## src/rtl/pc_unit_if.sv

```systemverilog
// Command/status bundle for pc_unit: the master drives the PC commands and the
// slave (pc_unit) returns the PC, the gated bus copy and the stack flags.
interface pc_unit_if #(
  parameter int WIDTH = 32
);
  logic             stall;
  logic             load;
  logic             call;
  logic             ret;
  logic             branch;
  logic             inc;
  logic             enable_out;
  logic [WIDTH-1:0] d;
  logic [WIDTH-1:0] offset;
  logic [WIDTH-1:0] q;
  logic [WIDTH-1:0] bus_out;
  logic             ras_empty;
  logic             ras_full;
  logic             ras_err;

  modport master (
    output stall, load, call, ret, branch, inc, enable_out, d, offset,
    input  q, bus_out, ras_empty, ras_full, ras_err
  );

  modport slave (
    input  stall, load, call, ret, branch, inc, enable_out, d, offset,
    output q, bus_out, ras_empty, ras_full, ras_err
  );
endinterface

```

## src/rtl/pc_unit.sv

```systemverilog
// Program counter with prioritised load/call/ret/branch/inc commands.
// Define PC_RAS_EN to build in the circular return-address stack.
module pc_unit #(
  parameter int               WIDTH     = 32,
  parameter logic [WIDTH-1:0] RESET_VAL = '0,
  parameter logic [WIDTH-1:0] STEP      = 1,
  parameter int               RAS_DEPTH = 4
) (
  input logic       clk,
  input logic       reset,
  pc_unit_if.slave  bus
);

  if (RAS_DEPTH < 2 || (RAS_DEPTH & (RAS_DEPTH - 1)) != 0) begin : g_bad_depth
    $error("pc_unit: RAS_DEPTH must be a power of 2 and at least 2");
  end

  logic [WIDTH-1:0] q_q, q_d;

`ifdef PC_RAS_EN
  localparam int PTR_W = $clog2(RAS_DEPTH);
  localparam int CNT_W = PTR_W + 1;

  logic [WIDTH-1:0] ras_mem [RAS_DEPTH];
  logic [PTR_W-1:0] sp_q, sp_d;
  logic [CNT_W-1:0] cnt_q, cnt_d;
  logic             empty_q, empty_d;
  logic             full_q, full_d;
  logic             err_q, err_d;
  logic             do_call, do_ret;
  logic [WIDTH-1:0] ret_addr;

  assign ret_addr = ras_mem[sp_q - PTR_W'(1)];
`endif

  always_comb begin
    q_d = q_q;
`ifdef PC_RAS_EN
    do_call = 1'b0;
    do_ret  = 1'b0;
`endif
    if (!bus.stall) begin
      if (bus.load) begin
        q_d = bus.d;
      end else if (bus.call) begin
        q_d = bus.d;
`ifdef PC_RAS_EN
        do_call = 1'b1;
`endif
      end else if (bus.ret) begin
        // ret still outranks branch/inc even when it cannot change the PC
`ifdef PC_RAS_EN
        do_ret = 1'b1;
        if (!empty_q) q_d = ret_addr;
`endif
      end else if (bus.branch) begin
        q_d = q_q + bus.offset;
      end else if (bus.inc) begin
        q_d = q_q + STEP;
      end
    end
  end

`ifdef PC_RAS_EN
  // sp points at the next free slot; when full it points at the oldest entry,
  // so a push simply overwrites it.
  always_comb begin
    sp_d  = sp_q;
    cnt_d = cnt_q;
    err_d = err_q;
    if (do_call) begin
      sp_d = sp_q + PTR_W'(1);
      if (full_q) err_d = 1'b1;
      else        cnt_d = cnt_q + CNT_W'(1);
    end else if (do_ret) begin
      if (empty_q) begin
        err_d = 1'b1;
      end else begin
        sp_d  = sp_q - PTR_W'(1);
        cnt_d = cnt_q - CNT_W'(1);
      end
    end
    empty_d = (cnt_d == '0);
    full_d  = (cnt_d == CNT_W'(RAS_DEPTH));
  end

  always_ff @(posedge clk) begin
    if (!reset && do_call) ras_mem[sp_q] <= q_q;
  end

  always_ff @(posedge clk) begin
    if (reset) begin
      sp_q    <= '0;
      cnt_q   <= '0;
      empty_q <= 1'b1;
      full_q  <= 1'b0;
      err_q   <= 1'b0;
    end else begin
      sp_q    <= sp_d;
      cnt_q   <= cnt_d;
      empty_q <= empty_d;
      full_q  <= full_d;
      err_q   <= err_d;
    end
  end

  assign bus.ras_empty = empty_q;
  assign bus.ras_full  = full_q;
  assign bus.ras_err   = err_q;
`else
  assign bus.ras_empty = 1'b1;
  assign bus.ras_full  = 1'b0;
  assign bus.ras_err   = 1'b0;
`endif

  always_ff @(posedge clk) begin
    if (reset) q_q <= RESET_VAL;
    else       q_q <= q_d;
  end

  assign bus.q       = q_q;
  assign bus.bus_out = bus.enable_out ? q_q : '0;

endmodule

```

## src/flat_wrapper.sv

```systemverilog
// flat-port wrapper written by rule: the top's interface ports become plain ports
module pc_unit_flat 
#(
  parameter int               WIDTH     = 32,
  parameter logic [WIDTH-1:0] RESET_VAL = '0,
  parameter logic [WIDTH-1:0] STEP      = 1,
  parameter int               RAS_DEPTH = 4
)
  (clk, reset, bus_stall, bus_load, bus_call, bus_ret, bus_branch, bus_inc, bus_enable_out, bus_d, bus_offset, bus_q, bus_bus_out, bus_ras_empty, bus_ras_full, bus_ras_err);
  pc_unit_if #(.WIDTH(WIDTH)) bus_i ();
  input logic clk;
  input logic reset;
  input wire logic [$bits(bus_i.stall)-1:0] bus_stall;
  input wire logic [$bits(bus_i.load)-1:0] bus_load;
  input wire logic [$bits(bus_i.call)-1:0] bus_call;
  input wire logic [$bits(bus_i.ret)-1:0] bus_ret;
  input wire logic [$bits(bus_i.branch)-1:0] bus_branch;
  input wire logic [$bits(bus_i.inc)-1:0] bus_inc;
  input wire logic [$bits(bus_i.enable_out)-1:0] bus_enable_out;
  input wire logic [$bits(bus_i.d)-1:0] bus_d;
  input wire logic [$bits(bus_i.offset)-1:0] bus_offset;
  output wire logic [$bits(bus_i.q)-1:0] bus_q;
  output wire logic [$bits(bus_i.bus_out)-1:0] bus_bus_out;
  output wire logic [$bits(bus_i.ras_empty)-1:0] bus_ras_empty;
  output wire logic [$bits(bus_i.ras_full)-1:0] bus_ras_full;
  output wire logic [$bits(bus_i.ras_err)-1:0] bus_ras_err;
  assign bus_i.stall = bus_stall;
  assign bus_i.load = bus_load;
  assign bus_i.call = bus_call;
  assign bus_i.ret = bus_ret;
  assign bus_i.branch = bus_branch;
  assign bus_i.inc = bus_inc;
  assign bus_i.enable_out = bus_enable_out;
  assign bus_i.d = bus_d;
  assign bus_i.offset = bus_offset;
  assign bus_q = bus_i.q;
  assign bus_bus_out = bus_i.bus_out;
  assign bus_ras_empty = bus_i.ras_empty;
  assign bus_ras_full = bus_i.ras_full;
  assign bus_ras_err = bus_i.ras_err;
  pc_unit #(.WIDTH(WIDTH), .RESET_VAL(RESET_VAL), .STEP(STEP), .RAS_DEPTH(RAS_DEPTH)) u_core (.clk(clk), .reset(reset), .bus(bus_i));
endmodule
```

## config.mk

```make
export PLATFORM = sky130hd
export DESIGN_NAME = pc_unit_flat
export DESIGN_NICKNAME = d
export VERILOG_FILES = /design/src/rtl/pc_unit_if.sv /design/src/rtl/pc_unit.sv /design/src/flat_wrapper.sv
export SDC_FILE = /design/constraint.sdc
export NUM_CORES = 1
export LEC_CHECK = 0
export BUFFER_PORTS_ARGS = -buffer_cell sky130_fd_sc_hd__buf_2
export CAP_MARGIN = 10
export CORE_MARGIN = 1.5
export CORE_UTILIZATION = 46
export DETAILED_ROUTE_END_ITERATION = 6
export PLACE_DENSITY = 0.76
export SETUP_SLACK_MARGIN = 0.4
export SYNTH_ARGS = -nofsm -noshare
export SYNTH_HDL_FRONTEND = slang
export SYNTH_SLANG_ARGS = --single-unit
```

## constraint.sdc

```tcl
create_clock -name clk -period 5.3 [get_ports clk]
set_input_delay 0.265 -clock clk [delete_from_list [all_inputs] [get_ports clk]]
set_output_delay 0.265 -clock clk [all_outputs]
set_load 0.01 [all_outputs]
```

# ---- After elaboration in Yosys (flattened, before gate mapping)
# Cells that the tools add are included.
dict set report totals {
  ff_bits 32
  input_bits 73
  output_inout_bits 67
}
dict set report op_classes {
  n_addsub 2
  eq_ne 1
  muxes 6
  bitwise 1
  n_reduce_logical 2
}
# cell n
set op_table {}
lappend op_table {{32-bit 2-to-1 mux} 6}
lappend op_table {{32-bit by 1-bit adder with 32-bit output (second input constant)} 1}
lappend op_table {{32-bit adder} 1}
lappend op_table {{4-bit nonzero test} 1}
lappend op_table {{3-bit != test (second input constant)} 1}
lappend op_table {{3-bit AND reduction} 1}
lappend op_table {{1-bit NOT} 1}

# ---- Longest topological paths before layout
# Gate-level depths: netlist (run 1).
dict set report depth {
  word_depth 6
  mapped_depth 12
  mapped_depth_nobuf 11
}

# ---- Least setup slack after synthesis (run 1)
# Ideal clock, no wire load.
dict set report synth_path {
  path_type {input port to flip-flop}
  startpoint {input port bus_offset[0]}
  endpoint {register u_core.q_q[26] (netlist: u_core.bus.q[26])}
  setup_ns 0.115
  t_arrival_ns 2.710
  slack_ns 2.476
  stages 11
  path_buffers 0
  path_cell_list {nand2b_1 -> ha_1 -> fa_1 -> a211oi_1 -> o21ai_1 -> a211oi_2 -> nor3_1 -> nor3_1 -> o21ai_1 -> xnor2_1 -> a2111oi_0}
}
dict set report synth_via {
  elab_chain_len 5
}
# item line
set synth_lines {}
lappend synth_lines {{start, declared} flat_wrapper.sv:21} ;# input wire logic [$bits(bus_i.offset)-1:0] bus_offset;
lappend synth_lines {{32-bit adder} pc_unit.sv:57} ;# q_d = q_q + bus.offset;
lappend synth_lines {{32-bit 2-to-1 mux} pc_unit.sv:56} ;# end else if (bus.branch) begin
lappend synth_lines {{32-bit 2-to-1 mux} pc_unit.sv:50} ;# end else if (bus.ret) begin
lappend synth_lines {{32-bit 2-to-1 mux} pc_unit.sv:45} ;# end else if (bus.call) begin
lappend synth_lines {{32-bit 2-to-1 mux} pc_unit.sv:43} ;# if (bus.load) begin
lappend synth_lines {{end signal, assigned} pc_unit.sv:118} ;# else q_q <= q_d;
lappend synth_lines {{end, declared} pc_unit.sv:18} ;# logic [WIDTH-1:0] q_q, q_d;
# Every way passes these cells. The select of a mux whose other input is x is not followed.
# A chain may end at the register's enable or synchronous reset.

# ---- Worst setup path in the final report (run 1)
dict set report layout_path {
  startpoint {input port bus_branch}
  endpoint {register u_core.q_q[26] (netlist: u_core.bus.q[26])}
}
dict set report layout_via {
  elab_chain_len 4
}
# item line
set layout_lines {}
lappend layout_lines {{start, declared} flat_wrapper.sv:17} ;# input wire logic [$bits(bus_i.branch)-1:0] bus_branch;
lappend layout_lines {{32-bit 2-to-1 mux} pc_unit.sv:56}
lappend layout_lines {{32-bit 2-to-1 mux} pc_unit.sv:50}
lappend layout_lines {{32-bit 2-to-1 mux} pc_unit.sv:45}
lappend layout_lines {{32-bit 2-to-1 mux} pc_unit.sv:43}
# Several ways; a longest one is shown, not always the timed one. The select of a mux whose other input is x is not followed.

==> results of run 1 <==
metrics by stage:
| step | setup WS, ps | cells |
|---|---|---|
| after floorplan | 2480 | 485 |
| after global placement | 1880 | 690 |
| after detailed placement | 1670 | 690 |
| after CTS | 1960 | 698 |
| after global routing | 1640 | 698 |
| final | 1940 | 698 |
synth_stat cells, types with 4 or more instances:
master,count,area (um^2)
o21ai_0,29,145
o21a_1,4,30.0
xor2_1,8,70.1
a21oi_1,52,260
o22ai_1,4,25.0
nor2_1,35,131
xnor2_1,16,140
nand3_1,7,35.0
nor3_1,8,40.0
ha_1,31,388
nand4_1,10,62.6
o21bai_1,9,67.6
o21ai_1,5,25.0
inv_1,8,30.0
and2_1,63,394
clkbuf_1,27,101
dfxtp_1,32,641
nand2_1,49,184
a311oi_1,10,87.6
a21o_1,13,97.6
a31oi_1,7,43.8
power by group through the flow:
stage	registers [W]	logic [W]	clock network, W
2_1_floorplan	0.000292	0.000222	0
3_3_place_gp	0.000288	0.000329	0
3_5_place_dp	0.000288	0.000334	0
4_1_cts	0.000283	0.000337	0.000245
5_1_grt	0.000287	0.000374	0.000251
6_report	0.000283	0.000339	0.000242
per-layer routing:
layer | wire (um) | share of wire
met4 | 190 | 0.017
met1 | 4920 | 0.44
met5 | 0 | 0
met2 | 5210 | 0.47
met3 | 828 | 0.074
cell families (layout without fill, tap and decap cells):
| logic type | after synthesis | count (layout) |
|---|---|---|
| buf+inv | 40 | 154 |
| flops | 32 | 32 |
| mux | 3 | 3 |
| fa+ha+maj | 32 | 32 |
| xor+xnor | 24 | 24 |
| compound gates | 165 | 165 |
| other cells | 2 | 3 |
| simple gates | 186 | 186 |
layout by cell type (no fill, tap or decap), types with 3 or more instances in the layout:
master | Yosys | final
buf_2 | 1 | 136
and2_1 | 63 | 63
a21oi_1 | 52 | 51
nand2_1 | 49 | 49
nor2_1 | 35 | 34
dfxtp_1 | 32 | 32
ha_1 | 31 | 31
o21ai_0 | 29 | 29
xnor2_1 | 16 | 16
a21o_1 | 13 | 13
a311oi_1 | 10 | 10
nand4_1 | 10 | 10
o21bai_1 | 9 | 9
inv_1 | 8 | 8
xor2_1 | 8 | 8
nor3_1 | 8 | 8
a31oi_1 | 7 | 7
nand3_1 | 7 | 7
o21ai_1 | 5 | 5
clkbuf_8 | 0 | 5
o21a_1 | 4 | 4
o22ai_1 | 4 | 4
a211oi_1 | 3 | 3
a211o_1 | 3 | 3
o211ai_1 | 3 | 3
and3_1 | 3 | 3
conb_1 | 2 | 3
area by class of cell:
| class | instances | area, um^2 |
|---|---|---|
| flip-flops and latches | 32 | 641 |
| clock buffers | 6 | 72.6 |
| multi-input cells | 413 | 2720 |
| fillers | 719 | 3020 |
| inverters | 8 | 30.0 |
| clock inverters | 2 | 35.0 |
| repair buffers | 138 | 696 |
| well taps | 99 | 124 |
final timing paths:
path	start	end	slack [ps]	cells past startpoint
max reg2reg	u_core.bus.q[0]	u_core.bus.q[26]	2140	10
min reg2reg	u_core.bus.q[2]	u_core.bus.q[2]	510	2
min	bus_d[11]	u_core.bus.q[11]	230	3
max	bus_branch	u_core.bus.q[26]	1940	12
critical path, stage by stage:
cell,delay (ps)
buf_2,430
nand2b_1,130
ha_1,240
fa_1,430
a211oi_1,390
o21ai_1,170
a211oi_2,370
nor3_1,120
nor3_1,340
o21ai_1,120
xnor2_1,140
a2111oi_0,390
==> results.py, run 1 <==
metrics = {
    "run_status": {
        "status": "finished, final reports clean",
    },
    "timing": {
        "setup-tns-final_ps": 0,
        "fmax_ghz": 0.297,
        "worst_pin_slew_ps": 903,
        "rsz0062_at_grt": "false",
        "finalSetupViolations": 0,
        "hold_slack_ps": 229,
        "period_share": 0.635,
        "finalCriticalPeriod_ps": 3360,
        "slew_violations": 0,
        "fin_skew_ps": 8.29,
        "relSlewSlack": 0.398,
        "final-hold-violation-count": 0,
    },
    "placed_design": {
        "gp_congestion": 0.891,
        "place_area_um2": 4210,
        "hpwl_um": 8310,
        "port_buffers": 136,
    },
    "power_and_ir_drop": {
        "combPwrFrac": 0.392,
        "power.total_w": 0.000864,
        "power.switching_w": 0.000320,
        "seqPwrFrac": 0.328,
        "p_sw_frac": 0.370,
        "peakVddDrop_v": 0.000140,
        "p_clk_frac": 0.280,
        "p_per_area_nw_per_um2": 200,
        "internal_power_w": 0.000544,
        "leakagePower_nw": 2.14,
    },
    "floorplanning": {
        "die_w_um": 90.4,
        "rows": 31,
        "core_area_um2": 7330,
        "ios": 140,
        "dieArea_um2": 8170,
        "die_h_um": 90.4,
        "start_util": 0.479,
    },
    "synth": {
        "synth_area_um2": 3510,
        "syn_inst": 484,
        "synth.area.mux_share": 0.00891,
        "ys.flop_type": "dfxtp_1",
        "async_reset_ff_frac": 0,
        "synth_fa_ha_area_frac": 0.116,
        "synthSimpleGateAreaFrac": 0.275,
        "synth-xor-area-share": 0.0599,
        "synth_edf_count": 0,
        "ys_warn_count": 0,
        "synth.yosys.seq_area_share": 0.182,
        "synth_compound_area_frac": 0.309,
        "synth_top_family_by_area": "compound AO/OA/AOI/OAI gates",
        "ys_ff_latch": 32,
        "syn_avg_cell_area_um2": 7.25,
        "synthDistinctLibCells": 58,
    },
    "clocking": {
        "post_cts_resized": 0,
        "clk_pin_slew_ps": 80,
        "cts_htree_levels": 2,
        "clk-insertion-delay-late_ps": 290,
        "cts_root_buf": "clkbuf_8",
        "clkSinkCount": 32,
        "numCtsBuffers": 5,
        "cts.hold.buffers_added": 0,
        "cts_buffer_depth": 2,
        "post_cts_buffers": 0,
        "cts_tree": "done",
    },
    "routing": {
        "totalWireLength_um": 11200,
        "drc": 0,
        "first_pass_iters": 6,
        "ant_nets": 0,
        "via_per_inst": 5.68,
        "wl_per_cell_um": 16.0,
        "vias": 3965,
        "drtIter0Drc": 165,
    },
    "global_route": {
        "grtUsageTotal": 0.266,
        "grtUsageMet3": 0.0463,
        "grt_pass1_vias": 3782,
        "use_met1": 0.342,
        "grt_max_degree": 40,
        "antenna_found_initial": 0,
        "grt_pass1_wl_um": 18000,
        "grt.met2_usage": 0.455,
        "grt.overflow.total": 0,
        "top_usage_layer": "met2",
    },
    "critical_path": {
        "crit_path_start_kind": "input pin",
        "criticalPathCategory": "in -> reg",
        "critPathMaxFanout": 35,
        "endpoint_kind": "register",
        "crit_required_ps": 5460,
        "arrival_ps": 3530,
    },
    "final_layout": {
        "area_growth_pct": 22.9,
        "n_antenna_cell": 0,
        "drive_gt1_frac": 0.272,
        "final_nets": 703,
        "fin_area_um2": 4320,
        "largest_reg_flops": 32,
        "final_core_util": 0.589,
    },
    "job": {
        "cap_viol_max_count": 0,
    },
    "hold_path": {
        "hp-class": "in -> reg",
    },
}
No activity file was read; power rests on OpenSTA's default activity.
==> run 2: changes to the inputs <==
==> constraint.sdc (replaced) <==
create_clock -name clk -period 3.1 [get_ports clk]
set_input_delay 0.155 -clock clk [delete_from_list [all_inputs] [get_ports clk]]
set_output_delay 0.155 -clock clk [all_outputs]
set_load 0.01 [all_outputs]
==> results.py, run 2 (synthesis results as in run 1) <==
metrics = {
    "floorplanning": {
        "ios": 140,
        "dieArea_um2": 8170,
        "rows": 31,
        "start_util": 0.479,
        "core_area_um2": 7330,
        "die_w_um": 90.4,
        "die_h_um": 90.4,
    },
    "clocking": {
        "cts_tree": "done",
        "clk-insertion-delay-late_ps": 300,
        "numCtsBuffers": 5,
        "cts.hold.buffers_added": 0,
        "cts_buffer_depth": 2,
        "clkSinkCount": 32,
        "cts_root_buf": "clkbuf_8",
        "clk_pin_slew_ps": 70,
        "cts_htree_levels": 2,
    },
    "critical_path": {
        "endpoint_kind": "register",
        "crit_start": "u_core.bus.q[2]",
        "crit_path_top_delay_cell": "or4_4",
        "reg2reg_from": "u_core.bus.q[2]",
        "crit_family": "compound AO/OA/AOI/OAI gates",
        "rr_worst_depth": 9,
        "crit_path_cell_trace": "ha_4, o21a_2, a211oi_2, or4_4, a31oi_4, o21ai_2, o221ai_2, xnor2_1, a2111oi_2",
        "arrival_ps": 2780,
        "path_depth": 9,
        "crit_path_start_kind": "register",
        "criticalPathCategory": "reg -> reg",
        "rrSetupSlack_ps": 520,
        "path_buf_inv": 0,
        "crit_required_ps": 3300,
        "critPathMaxFanout": 5,
        "crit_path_max_incr_delay_ps": 570,
    },
    "global_route": {
        "antenna_found_initial": 0,
        "grtUsageTotal": 0.269,
        "grt.overflow.total": 0,
        "grt_pass1_vias": 3811,
        "grt_pass1_wl_um": 18000,
        "grt_max_degree": 40,
    },
    "power_and_ir_drop": {
        "peakVddDrop_v": 0.000182,
        "combPwrFrac": 0.419,
        "p_clk_frac": 0.244,
        "seqPwrFrac": 0.336,
        "internal_power_w": 0.000892,
        "power.switching_w": 0.000556,
        "p_per_area_nw_per_um2": 327,
        "p_sw_frac": 0.384,
        "leakagePower_nw": 2.17,
        "power.total_w": 0.00145,
    },
    "timing": {
        "rsz0062_at_grt": "true",
        "fmax_ghz": 0.387,
        "period_share": 0.834,
        "final-hold-violation-count": 0,
        "finalCriticalPeriod_ps": 2580,
        "slew_violations": 0,
        "fin_skew_ps": 3.32,
        "hold_slack_ps": 114,
        "worst_pin_slew_ps": 636,
        "setup-tns-final_ps": 0,
        "relSlewSlack": 0.575,
        "finalSetupViolations": 0,
    },
    "final_layout": {
        "multi_input_area_um2": 2790,
        "layout_commonest_cell": "buf_2",
        "largest_reg_flops": 32,
        "drive_gt1_frac": 0.300,
        "fillerInstances": 737,
        "area_growth_pct": 26.3,
        "final_nets": 711,
        "layout_common_cells": "buf_2, and2_1, a21oi_1, nand2_1, nor2_1",
        "fin_area_um2": 4430,
        "regArea_um2": 643,
        "n_antenna_cell": 0,
    },
    "placed_design": {
        "hpwl_um": 8620,
        "gp_congestion": 0.927,
        "port_buffers": 136,
        "place_area_um2": 4240,
    },
    "routing": {
        "wl_per_cell_um": 16.2,
        "totalWireLength_um": 11400,
        "drc": 0,
        "vias": 4009,
        "ant_nets": 0,
        "via_per_inst": 5.68,
        "drtIter0Drc": 122,
        "first_pass_iters": 5,
    },
    "hold_path": {
        "min_path_cells": 3,
        "min_from": "bus_d[0]",
        "hp-class": "in -> reg",
    },
    "job": {
        "cap_viol_max_count": 0,
    },
    "run_status": {
        "status": "finished, final reports clean",
    },
}
==> run 2: cell types whose count changed in the layout (fill, tap and decap cells not counted), sizes merged <==
| cell | delta |
|---|---|
| buf | +8 |
| clkbuf | +2 |
| bufinv | -1 |
| clkinv | -1 |
==> run 2: cell type report <==
type / count / area share
Sequential cell: 32 / 0.145
Inverter: 8 / 0.00677
Timing Repair Buffer: 146 / 0.170
Multi-Input combinational cell: 413 / 0.629
Tap cell: 99 / 0.0279
Clock buffer: 8 / 0.0203
==> run 2: routing by layer <==
metal	up-vias	global-route usage	routed length (um)
met5	-	0	0
met4	0	0.0622	178
met3	17	0.0396	651
met2	151	0.487	5530
met1	1850	0.333	5090
li1	1991	-	-
==> run 2: stage by stage <==
stage,util,instances,worst slack (ps)
final,0.605,706,515
after CTS,0.594,705,432
after global routing,0.605,706,312
after floorplan,-,485,418
after detailed placement,0.579,694,132
after global placement,0.579,694,288
==> run 2: power by group through the flow <==
stage / clock [W] / combinational, W / sequential (W)
6_report: 0.000353 / 0.000607 / 0.000487
5_1_grt: 0.000378 / 0.000665 / 0.000492
4_1_cts: 0.000357 / 0.000590 / 0.000484
3_5_place_dp: 0 / 0.000580 / 0.000493
3_3_place_gp: 0 / 0.000572 / 0.000491
2_1_floorplan: 0 / 0.000380 / 0.000500
==> run 2: final timing paths <==
check                                   endpoint
worst min-delay path             u_core.bus.q[0]
worst max-delay path            u_core.bus.q[27]
worst min register to register  u_core.bus.q[17]
worst max register to register  u_core.bus.q[27]
==> run 2: what timing repair did <==
action,CTS,global route
buffers inserted,3,1
gates resized for setup,1,15
pin swaps,4,7
setup endpoints to repair,5,10
hold endpoints to repair,0,0
==> run 2: worst register-to-register path, cell delays in order (launching register included) <==
cell and delay, ps:
dfxtp_1 380, ha_4 320, o21a_2 160, a211oi_2 80, or4_4 570, a31oi_4 200, o21ai_2 120, o221ai_2 200
xnor2_1 110, a2111oi_2 350
==> run 3: changes to the inputs <==
--- a/config.mk
+++ b/config.mk
@@ -5,6 +5,7 @@
 export SDC_FILE = /design/constraint.sdc
 export NUM_CORES = 1
 export LEC_CHECK = 0
+export ABC_AREA = 1
 export BUFFER_PORTS_ARGS = -buffer_cell sky130_fd_sc_hd__buf_2
 export CAP_MARGIN = 10
 export CORE_MARGIN = 1.5
==> constraint.sdc (replaced) <==
create_clock -name clk -period 2.1 [get_ports clk]
set_input_delay 0.105 -clock clk [delete_from_list [all_inputs] [get_ports clk]]
set_output_delay 0.105 -clock clk [all_outputs]
set_load 0.01 [all_outputs]
==> results.py, run 3 <==
metrics = {
    "run_status": {
        "status": "finished, final reports clean",
    },
    "critical_path": {
        "reg2reg_from": "u_core.bus.q[0]",
        "crit_start": "u_core.bus.q[0]",
        "criticalPathCategory": "reg -> reg",
        "crit_required_ps": 2280,
        "crit_family": "simple AND/OR/NAND/NOR gates",
        "crit_path_cell_trace": "ha_4, fa_2, nand3_2, nand3_4, nand2_2, nand3_4, buf_4, or2_4, nand3_2, a21oi_1",
        "crit_path_max_incr_delay_ps": 380,
        "critPathMaxFanout": 4,
        "arrival_ps": 2060,
        "endpoint_kind": "register",
        "crit_path_top_delay_cell": "fa_2",
        "crit_path_start_kind": "register",
        "path_buf_inv": 1,
    },
    "floorplanning": {
        "die_w_um": 101,
        "ios": 140,
        "core_area_um2": 9280,
        "dieArea_um2": 10200,
        "die_h_um": 101,
        "rows": 35,
        "start_util": 0.476,
    },
    "timing": {
        "finalSetupViolations": 0,
        "period_share": 0.896,
        "fmax_ghz": 0.532,
        "slew_violations": 0,
        "final-hold-violation-count": 0,
        "setup-tns-final_ps": 0,
        "fin_skew_ps": 7.21,
        "worst_pin_slew_ps": 635,
        "finalCriticalPeriod_ps": 1880,
        "rsz0062_at_grt": "true",
        "relSlewSlack": 0.577,
        "hold_slack_ps": 72.4,
    },
    "synth": {
        "netlist.top_cell.by_area": "nand2_1",
        "ys_ff_latch": 32,
        "synth.yosys.seq_area_share": 0.145,
        "synth_edf_count": 0,
        "synth_area_um2": 4420,
        "async_reset_ff_frac": 0,
        "synth_common_cells": "nand2_1, inv_1, nor2_1",
        "syn_avg_cell_area_um2": 5.21,
        "synth_area_leaders": "nand2_1, inv_1, dfxtp_1",
        "synthDistinctLibCells": 33,
        "syn_inst": 847,
        "ys_warn_count": 0,
        "synth_top_area_share": 0.266,
        "synth.most_common_cell": "nand2_1",
        "ys.flop_type": "dfxtp_1",
    },
    "power_and_ir_drop": {
        "seqPwrFrac": 0.306,
        "power.switching_w": 0.000965,
        "p_sw_frac": 0.409,
        "combPwrFrac": 0.489,
        "peakVddDrop_v": 0.000342,
        "p_clk_frac": 0.205,
        "internal_power_w": 0.00140,
        "p_per_area_nw_per_um2": 371,
        "leakagePower_nw": 3.79,
    },
    "placed_design": {
        "gp_congestion": 1.02,
        "hpwl_um": 10600,
        "place_area_um2": 5520,
        "port_buffers": 136,
    },
    "global_route": {
        "antenna_found_initial": 0,
        "grt.overflow.total": 0,
        "grtUsageTotal": 0.265,
        "grt_pass1_vias": 4893,
        "grt_max_degree": 47,
        "grt_pass1_wl_um": 22100,
    },
    "final_layout": {
        "area_growth_pct": 43.9,
        "final_nets": 1109,
        "largest_reg_flops": 32,
        "n_antenna_cell": 0,
        "fin_area_um2": 6350,
        "drive_gt1_frac": 0.375,
        "layout_common_cells": "nand2_1, inv_1, buf_2, nor2_1, a21oi_1",
        "layout_commonest_cell": "nand2_1",
    },
    "clocking": {
        "numCtsBuffers": 5,
        "clk_pin_slew_ps": 80,
        "cts_buffer_depth": 2,
        "clkSinkCount": 32,
        "clk-insertion-delay-late_ps": 290,
        "cts_tree": "done",
        "cts_root_buf": "clkbuf_8",
        "cts.hold.buffers_added": 0,
        "cts_htree_levels": 2,
    },
    "routing": {
        "wl_per_cell_um": 12.3,
        "first_pass_iters": 5,
        "ant_nets": 0,
        "drtIter0Drc": 234,
        "totalWireLength_um": 14000,
        "via_per_inst": 4.73,
        "drc": 0,
        "vias": 5358,
    },
    "hold_path": {
        "hp-class": "in -> reg",
        "min_from": "bus_d[1]",
    },
    "job": {
        "cap_viol_max_count": 0,
    },
}
-- run 3: area by class of cell --
type	instances	area (um^2)
multi-input combinational	612	3740
fill	909	2930
timing repair buffer	174	991
sequential	32	708
inverter	179	674
tap	129	161
clock buffer	6	72.6
clock inverter	1	5.00
-- run 3: cell families (layout without fill, tap and decap cells) --
kind of cell             count (synthesis)  in the layout  synth area share
flip-flops                              32             32             0.145
adder cells (fa/ha/maj)                 32             32            0.0924
AND/OR/NAND/NOR                        479            479             0.456
AO/OA/AOI/OAI                           96             96             0.122
XOR/XNOR                                 2              2           0.00397
buffers and inverters                  204            360             0.179
other                                    2              3           0.00170
-- run 3: path summary, 6_finish.rpt --
check / slack [ps] / cells after the start / to
setup reg to reg: 220 / 10 / u_core.bus.q[8]
hold / removal: 70 / 3 / u_core.bus.q[1]
hold reg to reg: 510 / 2 / u_core.bus.q[26]
setup / recovery: 220 / 10 / u_core.bus.q[8]
-- run 3: worst reg2reg max path: stages, from the launching register on --
cell	delay, ps
dfxtp_4	350
ha_4	160
fa_2	380
nand3_2	100
nand3_4	80
nand2_2	100
nand3_4	100
buf_4	160
or2_4	240
nand3_2	50
a21oi_1	60
-- run 3: through the flow --
step | std cells | setup WS, ps | utilization | power, W
3_5_place_dp | 1099 | 72.2 | 0.595 | 0.00169
4_1_cts | 1113 | 285 | 0.635 | 0.00225
6_report | 1133 | 219 | 0.684 | 0.00236
5_1_grt | 1133 | 130 | 0.684 | 0.00252
2_1_floorplan | 848 | 350 | - | 0.00140
3_3_place_gp | 1099 | 72.0 | 0.595 | 0.00168
-- run 3: layer usage --
metal,global-route usage,wire [um]
met3,0.0277,574
met1,0.355,6610
met5,0,0
met2,0.459,6630
met4,0.0577,149
-- run 3: power by group through the flow --
stage,sequential (W),combinational (W),clock (W)
3_3_place_gp,0.000731,0.000951,0
3_5_place_dp,0.000732,0.000963,0
6_report,0.000722,0.00115,0.000484
4_1_cts,0.000728,0.00103,0.000493
5_1_grt,0.000730,0.00128,0.000512
2_1_floorplan,0.000746,0.000655,0
-- run 3: repair_timing --
item / in CTS / in global routing
setup endpoints to repair: 23 / 28
hold endpoints to repair: 0 / 0
resized for setup: 56 / 91
setup buffers: 7 / 20
pin swaps: 12 / 18
